<file path="config.mk">
export PLATFORM = sky130hd
export DESIGN_NAME = mio_bus_n_flat
export DESIGN_NICKNAME = d
export VERILOG_FILES = /design/src/rtl/mio_bus_n_if.sv /design/src/rtl/mio_bus_n.sv /design/src/flat_wrapper.sv
export SDC_FILE = /design/constraint.sdc
export NUM_CORES = 1
export LEC_CHECK = 0
export ABC_CLOCK_PERIOD_IN_PS = 2250
export CORE_UTILIZATION = 38
export DETAILED_ROUTE_END_ITERATION = 10
export PLACE_DENSITY = 0.81
export SKIP_CTS_REPAIR_TIMING = 1
export SLEW_MARGIN = 10
export SYNTH_ARGS = -nofsm -noshare
export SYNTH_HDL_FRONTEND = slang
export SYNTH_SLANG_ARGS = --single-unit
</file>
<file path="constraint.sdc">
create_clock -name clk -period 2.25 [get_ports clk]
set_input_delay 0.45 -clock clk [delete_from_list [all_inputs] [get_ports clk]]
set_output_delay 0.45 -clock clk [all_outputs]
set_load 0.05 [all_outputs]
</file>
<file path="src/rtl/mio_bus_n_if.sv">
// mio_bus_n_if -- bundle of CPU-side and peripheral-side signals of the
// memory-mapped I/O bus.
//   m_addr/m_wdata/m_wr/m_rd    : CPU request (driven by the environment)
//   m_rdata/m_ready/m_err       : CPU response (driven by the bus)
//   s_addr/s_wdata/s_wr/s_rd    : shared slave request and per-slave strobes
//   s_rdata/s_ack               : per-slave read data and completion
// Modports:
//   master : CPU plus peripherals, i.e. everything around the bus
//   slave  : the bus block itself (mio_bus_n)
interface mio_bus_n_if #(
   parameter int DATA_W  = 32,
   parameter int ADDR_W  = 32,
   parameter int NUM_SLV = 4
);
   logic [ADDR_W-1:0]         m_addr;
   logic [DATA_W-1:0]         m_wdata;
   logic                      m_wr;
   logic                      m_rd;
   logic [DATA_W-1:0]         m_rdata;
   logic                      m_ready;
   logic                      m_err;
   logic [ADDR_W-1:0]         s_addr;
   logic [DATA_W-1:0]         s_wdata;
   logic [NUM_SLV-1:0]        s_wr;
   logic [NUM_SLV-1:0]        s_rd;
   logic [NUM_SLV*DATA_W-1:0] s_rdata;
   logic [NUM_SLV-1:0]        s_ack;

   modport master (
      output m_addr, m_wdata, m_wr, m_rd, s_rdata, s_ack,
      input  m_rdata, m_ready, m_err, s_addr, s_wdata, s_wr, s_rd
   );

   modport slave (
      input  m_addr, m_wdata, m_wr, m_rd, s_rdata, s_ack,
      output m_rdata, m_ready, m_err, s_addr, s_wdata, s_wr, s_rd
   );
endinterface

</file>
<file path="src/rtl/mio_bus_n.sv">
// mio_bus_n -- memory-mapped I/O bus between the CPU data port and NUM_SLV
// peripherals. The slave is selected by addr[SEL_LSB+3:SEL_LSB]; each access
// holds its strobe until the selected slave acks, so slow slaves can insert
// wait states. Unmapped slave indices complete at once with an error.
// Ports:
//   clk  : system clock, all logic on posedge
//   clrn : asynchronous active-low reset
//   bus  : mio_bus_n_if.slave (CPU request/response and slave channels)
// Configuration macro MIO_TIMEOUT_EN: when defined, an access that sees no ack
// for TMO_CYC cycles is terminated with m_err=1 and m_rdata=16'hDEAD repeated.
// When undefined, an access waits for its ack indefinitely.
module mio_bus_n #(
   parameter int DATA_W  = 32,
   parameter int ADDR_W  = 32,
   parameter int NUM_SLV = 4,
   parameter int SEL_LSB = 28,
   parameter int TMO_CYC = 15
) (
   input logic        clk,
   input logic        clrn,
   mio_bus_n_if.slave bus
);

   if (NUM_SLV < 1 || NUM_SLV > 16 || TMO_CYC < 1 || TMO_CYC > 255) begin : g_param_chk
      $error("mio_bus_n: NUM_SLV or TMO_CYC out of range");
   end

   typedef enum logic [1:0] {
      ST_IDLE   = 2'd0,
      ST_ACCESS = 2'd1,
      ST_RESP   = 2'd2
   } state_t;

   localparam logic [DATA_W-1:0] TMO_DATA = {(DATA_W/16){16'hDEAD}};

   state_t              state_q, state_d;
   logic [ADDR_W-1:0]   addr_q, addr_d;
   logic [DATA_W-1:0]   wdata_q, wdata_d;
   logic                op_wr_q, op_wr_d;
   logic [3:0]          idx_q, idx_d;
   logic [NUM_SLV-1:0]  s_wr_q, s_wr_d;
   logic [NUM_SLV-1:0]  s_rd_q, s_rd_d;
   logic [DATA_W-1:0]   rdata_q, rdata_d;
   logic                err_q, err_d;
   logic                ready_q, ready_d;

   logic                req_s;
   logic [3:0]          idx_in_s;
   logic                mapped_s;
   logic [NUM_SLV-1:0]  onehot_s;
   logic                ack_sel_s;
   logic [DATA_W-1:0]   rdata_sel_s;
   logic                tmo_hit_s;

   assign req_s    = bus.m_wr | bus.m_rd;
   assign idx_in_s = bus.m_addr[SEL_LSB+3:SEL_LSB];
   assign mapped_s = (int'(idx_in_s) < NUM_SLV);

   // Slave mux: one-hot strobe for the incoming index, ack/rdata of the latched index.
   always_comb begin
      onehot_s    = {NUM_SLV{1'b0}};
      ack_sel_s   = 1'b0;
      rdata_sel_s = {DATA_W{1'b0}};
      for (int k = 0; k < NUM_SLV; k++) begin
         onehot_s[k] = (idx_in_s == 4'(k));
         if (idx_q == 4'(k)) begin
            ack_sel_s   = bus.s_ack[k];
            rdata_sel_s = bus.s_rdata[k*DATA_W +: DATA_W];
         end else begin
            ack_sel_s   = ack_sel_s;
            rdata_sel_s = rdata_sel_s;
         end
      end
   end

`ifdef MIO_TIMEOUT_EN
   logic [7:0] cnt_q, cnt_d;

   // Terminal count: the last ACCESS cycle allowed without an ack.
   assign tmo_hit_s = (cnt_q == 8'(TMO_CYC - 1));

   // Wait counter: cleared on entry to ACCESS, counts ACCESS cycles without ack.
   always_comb begin
      cnt_d = cnt_q;
      if (state_q == ST_IDLE && req_s && mapped_s) begin
         cnt_d = 8'd0;
      end else if (state_q == ST_ACCESS && !ack_sel_s) begin
         cnt_d = cnt_q + 8'd1;
      end else begin
         cnt_d = cnt_q;
      end
   end

   // Wait counter register.
   always_ff @(posedge clk or negedge clrn) begin
      if (!clrn) begin
         cnt_q <= 8'd0;
      end else begin
         cnt_q <= cnt_d;
      end
   end
`else
   assign tmo_hit_s = 1'b0;
`endif

   // State and registered outputs.
   always_ff @(posedge clk or negedge clrn) begin
      if (!clrn) begin
         state_q <= ST_IDLE;
         addr_q  <= {ADDR_W{1'b0}};
         wdata_q <= {DATA_W{1'b0}};
         op_wr_q <= 1'b0;
         idx_q   <= 4'd0;
         s_wr_q  <= {NUM_SLV{1'b0}};
         s_rd_q  <= {NUM_SLV{1'b0}};
         rdata_q <= {DATA_W{1'b0}};
         err_q   <= 1'b0;
         ready_q <= 1'b0;
      end else begin
         state_q <= state_d;
         addr_q  <= addr_d;
         wdata_q <= wdata_d;
         op_wr_q <= op_wr_d;
         idx_q   <= idx_d;
         s_wr_q  <= s_wr_d;
         s_rd_q  <= s_rd_d;
         rdata_q <= rdata_d;
         err_q   <= err_d;
         ready_q <= ready_d;
      end
   end

   // Next-state logic. An ack in the terminal-count cycle takes precedence over timeout.
   always_comb begin
      state_d = state_q;
      case (state_q)
         ST_IDLE: begin
            if (req_s) begin
               state_d = mapped_s ? ST_ACCESS : ST_RESP;
            end else begin
               state_d = ST_IDLE;
            end
         end
         ST_ACCESS: begin
            if (ack_sel_s || tmo_hit_s) begin
               state_d = ST_RESP;
            end else begin
               state_d = ST_ACCESS;
            end
         end
         ST_RESP: state_d = ST_IDLE;
         default: state_d = ST_IDLE;
      endcase
   end

   // Next values of the registered outputs and the latched request.
   always_comb begin
      addr_d  = addr_q;
      wdata_d = wdata_q;
      op_wr_d = op_wr_q;
      idx_d   = idx_q;
      s_wr_d  = s_wr_q;
      s_rd_d  = s_rd_q;
      rdata_d = rdata_q;
      err_d   = err_q;
      ready_d = 1'b0;
      case (state_q)
         ST_IDLE: begin
            if (req_s) begin
               addr_d  = bus.m_addr;
               wdata_d = bus.m_wdata;
               op_wr_d = bus.m_wr;
               idx_d   = idx_in_s;
               rdata_d = {DATA_W{1'b0}};
               if (mapped_s) begin
                  // Write wins when both requests are present.
                  s_wr_d = bus.m_wr ? onehot_s : {NUM_SLV{1'b0}};
                  s_rd_d = bus.m_wr ? {NUM_SLV{1'b0}} : onehot_s;
                  err_d  = 1'b0;
               end else begin
                  s_wr_d  = {NUM_SLV{1'b0}};
                  s_rd_d  = {NUM_SLV{1'b0}};
                  err_d   = 1'b1;
                  ready_d = 1'b1;
               end
            end else begin
               ready_d = 1'b0;
            end
         end
         ST_ACCESS: begin
            if (ack_sel_s) begin
               s_wr_d  = {NUM_SLV{1'b0}};
               s_rd_d  = {NUM_SLV{1'b0}};
               rdata_d = op_wr_q ? {DATA_W{1'b0}} : rdata_sel_s;
               err_d   = 1'b0;
               ready_d = 1'b1;
            end else if (tmo_hit_s) begin
               s_wr_d  = {NUM_SLV{1'b0}};
               s_rd_d  = {NUM_SLV{1'b0}};
               rdata_d = TMO_DATA;
               err_d   = 1'b1;
               ready_d = 1'b1;
            end else begin
               ready_d = 1'b0;
            end
         end
         ST_RESP: ready_d = 1'b0;
         default: ready_d = 1'b0;
      endcase
   end

   assign bus.s_addr  = addr_q;
   assign bus.s_wdata = wdata_q;
   assign bus.s_wr    = s_wr_q;
   assign bus.s_rd    = s_rd_q;
   assign bus.m_rdata = rdata_q;
   assign bus.m_err   = err_q;
   assign bus.m_ready = ready_q;

endmodule

</file>
<file path="src/flat_wrapper.sv">
// flat-port wrapper written by rule: the top's interface ports become plain ports
module mio_bus_n_flat 
#(
   parameter int DATA_W  = 32,
   parameter int ADDR_W  = 32,
   parameter int NUM_SLV = 4,
   parameter int SEL_LSB = 28,
   parameter int TMO_CYC = 15
)
  (clk, clrn, bus_m_addr, bus_m_wdata, bus_m_wr, bus_m_rd, bus_s_rdata, bus_s_ack, bus_m_rdata, bus_m_ready, bus_m_err, bus_s_addr, bus_s_wdata, bus_s_wr, bus_s_rd);
  mio_bus_n_if #(.DATA_W(DATA_W), .ADDR_W(ADDR_W), .NUM_SLV(NUM_SLV)) bus_i ();
  input logic clk;
  input logic clrn;
  input wire logic [$bits(bus_i.m_addr)-1:0] bus_m_addr;
  input wire logic [$bits(bus_i.m_wdata)-1:0] bus_m_wdata;
  input wire logic [$bits(bus_i.m_wr)-1:0] bus_m_wr;
  input wire logic [$bits(bus_i.m_rd)-1:0] bus_m_rd;
  input wire logic [$bits(bus_i.s_rdata)-1:0] bus_s_rdata;
  input wire logic [$bits(bus_i.s_ack)-1:0] bus_s_ack;
  output wire logic [$bits(bus_i.m_rdata)-1:0] bus_m_rdata;
  output wire logic [$bits(bus_i.m_ready)-1:0] bus_m_ready;
  output wire logic [$bits(bus_i.m_err)-1:0] bus_m_err;
  output wire logic [$bits(bus_i.s_addr)-1:0] bus_s_addr;
  output wire logic [$bits(bus_i.s_wdata)-1:0] bus_s_wdata;
  output wire logic [$bits(bus_i.s_wr)-1:0] bus_s_wr;
  output wire logic [$bits(bus_i.s_rd)-1:0] bus_s_rd;
  assign bus_i.m_addr = bus_m_addr;
  assign bus_i.m_wdata = bus_m_wdata;
  assign bus_i.m_wr = bus_m_wr;
  assign bus_i.m_rd = bus_m_rd;
  assign bus_i.s_rdata = bus_s_rdata;
  assign bus_i.s_ack = bus_s_ack;
  assign bus_m_rdata = bus_i.m_rdata;
  assign bus_m_ready = bus_i.m_ready;
  assign bus_m_err = bus_i.m_err;
  assign bus_s_addr = bus_i.s_addr;
  assign bus_s_wdata = bus_i.s_wdata;
  assign bus_s_wr = bus_i.s_wr;
  assign bus_s_rd = bus_i.s_rd;
  mio_bus_n #(.DATA_W(DATA_W), .ADDR_W(ADDR_W), .NUM_SLV(NUM_SLV), .SEL_LSB(SEL_LSB), .TMO_CYC(TMO_CYC)) u_core (.clk(clk), .clrn(clrn), .bus(bus_i));
endmodule
</file>
==> metrics.json <==
{
  "setup_path": {
    "r2r-start": "u_core.bus.s_addr[28]",
    "worst-endpoint-arrival_ns": 1.70,
    "r2r-end": "u_core.bus.m_rdata[22]",
    "reg2reg_slack_ns": 0.21,
    "cp_max_fo": 4,
    "start_kind": "register",
    "cp_data_required_time_ns": 1.80,
    "critPathKind": "reg -> out",
    "worst_r2r_path_depth": 5,
    "crit_path_end_kind": "primary output"
  },
  "placement": {
    "dp_hpwl_um": 12730,
    "buffer_ports.inserted": 305,
    "preCtsSetupSlack_ns": -0.009554,
    "gpl.final_weighted_congestion": 0.7983
  },
  "clock_network": {
    "insertion_delay_ns": 0.35,
    "cts_tree": "yes",
    "clk_pin_slew_ns": 0.08,
    "number_of_buffers_added_by_the_clock_tree_synthesis_step": 9,
    "max-clock-path-buffers": 2,
    "htree_num_levels": 3,
    "root_buffer": "clkbuf_16",
    "tritoncts_num_sinks": 108
  },
  "final_layout": {
    "drive_gt1_share_pct": 5.708,
    "nFillCells": 1098,
    "layout.area.seq_mm2": 0.002704,
    "multi_input_comb_area_mm2": 0.002303,
    "utilization_after_layout_pct": 66.21,
    "synthToLayoutAreaGrowth_pct": 68.61,
    "diodes": 0,
    "nNetsFinal": 1071
  },
  "sta": {
    "timing_worst_slew_pin_value_ns": 0.5807,
    "hold_violation_count_in_the_final_report": 0,
    "timing.final.crit_share_pct": 95.69,
    "period_minus_slack_ns": 2.153,
    "finalSetupViolations": 0,
    "final-max-slew-violation-count": 0,
    "max_clk_rate_mhz": 464.5,
    "final.setup_skew_ns": 0.01148,
    "rsz_0062_raised_after_global_routing": "false",
    "final.setup.worst_slack_ns": 0.09699,
    "worst_slew_margin_rel_pct": 61.17
  },
  "global_routing": {
    "grt_remaining_overflow": 0,
    "antenna_found_initial": 0,
    "number_of_global_route_vias_before_repair": 5341,
    "global_route.usage.total_pct": 24.87,
    "grt_max_degree": 73,
    "global_route_wire_length_before_repair_um": 27570
  },
  "floorplanning": {
    "ios": 306,
    "design.core.area_mm2": 0.01335,
    "die_area_mm2": 0.01427,
    "initial_utilization_pct": 39.27,
    "die_h_um": 119.4,
    "rows": 42,
    "die_width_um": 119.4
  },
  "power_and_ir_drop": {
    "pwr-share-comb_pct": 59.9,
    "clock_power_share_pct": 13.9,
    "power.density_mw_per_mm2": 1337,
    "total_leakage_power_nw": 4.043,
    "p_seq_share_pct": 26.1,
    "power.net_switching_w": 0.005770,
    "power_switching_share_pct": 48.84,
    "power_total_w": 0.01181,
    "p_int_w": 0.006044,
    "power.ir.vdd_worst_mv": 0.9591
  },
  "synth": {
    "syn-num-nets": 776,
    "synthTopCellsByArea": "dfrtp_1 52%, nand2_1 14%, mux2_1 6.7%",
    "synth_ff_type": "dfrtp_1",
    "async_flop_share_pct": 100.0,
    "synth_seq_area_share_pct": 51.56,
    "post_synth_inst_count": 576,
    "postSynthAreaPerCell_um2": 9.099,
    "synth_area_mm2": 0.005241,
    "synthDistinctLibCells": 33,
    "synth_top_cell_area_share_pct": 51.56,
    "synth_seq_cells": 108,
    "yosysWarnings": 0,
    "synth_commonest_cells": "195 x nand2_1, 108 x dfrtp_1, 66 x nor2_1, 35 x nor4_1",
    "count_of_flip_flops_with_a_built_in_enable_after_synthesis": 0,
    "yosysTopAreaCell": "dfrtp_1",
    "most_common_cell_in_the_netlist": "nand2_1"
  },
  "detailed_routing": {
    "drt_iter0_drc": 287,
    "drt_wl_total_um": 17240,
    "viasPerCell": 4.893,
    "vias": 5147,
    "remaining_drc_errors": 0,
    "post_route_antenna_net_violation_count": 0,
    "first_pass_iters": 5,
    "detail_route.wl_per_cell_um": 16.39
  },
  "worst_hold_path": {
    "timing.hold.worst.class": "in -> async"
  },
  "run": {
    "cap_viol_max_count": 0
  },
  "outcome": {
    "status": "complete, no violations"
  }
}
[how the worst max path moves through the flow]
stage / start / endpoint / slack, ns / cells past startpoint
after CTS: u_core.idx_q[3] / bus_s_addr[31] / 0.07 / 2
after global placement: bus_s_ack[3] / u_core.bus.m_rdata[16] / 0.09 / 6
after global routing: u_core.idx_q[3] / bus_s_addr[31] / 0.03 / 2
after detailed placement: bus_s_ack[3] / u_core.bus.m_rdata[19] / -0.01 / 6
final: u_core.idx_q[3] / bus_s_addr[31] / 0.1 / 2
after floorplan: u_core.bus.s_addr[29] / u_core.bus.m_rdata[0] / 0.22 / 6
[final cells by class]
class                      instances  area share (%)
sequential                       108           30.60
clock inverter                     6          0.7929
timing repair buffer             326           37.35
clock buffer                      10           2.704
tap                              176           2.492
multi-input combinational        426           26.07
[state kept, by name, summed over array words and instances, names as in the netlist, 4 cells and up]
register	cells
u_core.bus.s_rd	4
u_core.bus.m_rdata	32
u_core.bus.s_wr	4
u_core.bus.s_addr	31
u_core.bus.s_wdata	32
[cell usage in the layout, fill, tap and decap left out, types with 2 or more instances in the layout]
master / count
a211oi_1: 32
a21o_1: 8
buf_12: 8
buf_4: 17
clkbuf_16: 9
clkdlybuf4s50_1: 301
clkinvlp_4: 3
dfrtp_1: 107
inv_6: 2
mux2_1: 31
mux2i_1: 2
nand2_1: 195
nand3b_1: 2
nor2_1: 66
nor2b_1: 32
nor4_1: 35
nor4b_1: 4
o21ai_0: 2
or4_1: 2
[layer usage]
layer	vias to the layer above	share of wire, %	global-route usage (%)	wire, um
li1	2503	-	-	-
met4	0	2.0	8.516	337
met1	2388	41	29.04	7004
met5	-	0	0	0
met3	20	10	8.477	1735
met2	236	47	42.38	8161
[per-stage QoR]
stage / setup TNS, ns / cell area [um2] / cells / hold WS [ns]
4_1_cts: 0 / 8837 / 1052 / 0.01974
3_5_place_dp: -0.02644 / 8528 / 1036 / 0.4022
2_1_floorplan: 0 / 5241 / 576 / 0.1544
3_3_place_gp: 0 / 8528 / 1036 / 0.3999
6_report: 0 / 8837 / 1052 / 0.01771
5_1_grt: 0 / 8837 / 1052 / 0.03127
[power groups by stage]
stage                     Sequential (W)  Clock (W)  Combinational [W]
after floorplan                  0.00540          0            0.00222
after global placement           0.00310          0            0.00706
after detailed placement         0.00311          0            0.00714
after CTS                        0.00309    0.00170            0.00715
after global routing             0.00318    0.00179            0.00753
final                            0.00309    0.00165            0.00708
[critical path, cell delays in order, from the launching register on]
cell             delay, ns
dfrtp_1               0.38
buf_4                 0.14
clkdlybuf4s50_1       0.82
[logic make-up after synthesis]
group / after synthesis / synth area share (%)
AO/OA/AOI/OAI: 48 / 6.899
buffers and inverters: 42 / 4.965
flip-flops: 108 / 51.56
multiplexers: 34 / 7.329
AND/OR/NAND/NOR: 344 / 29.24
(Power assumes the default switching activity.)
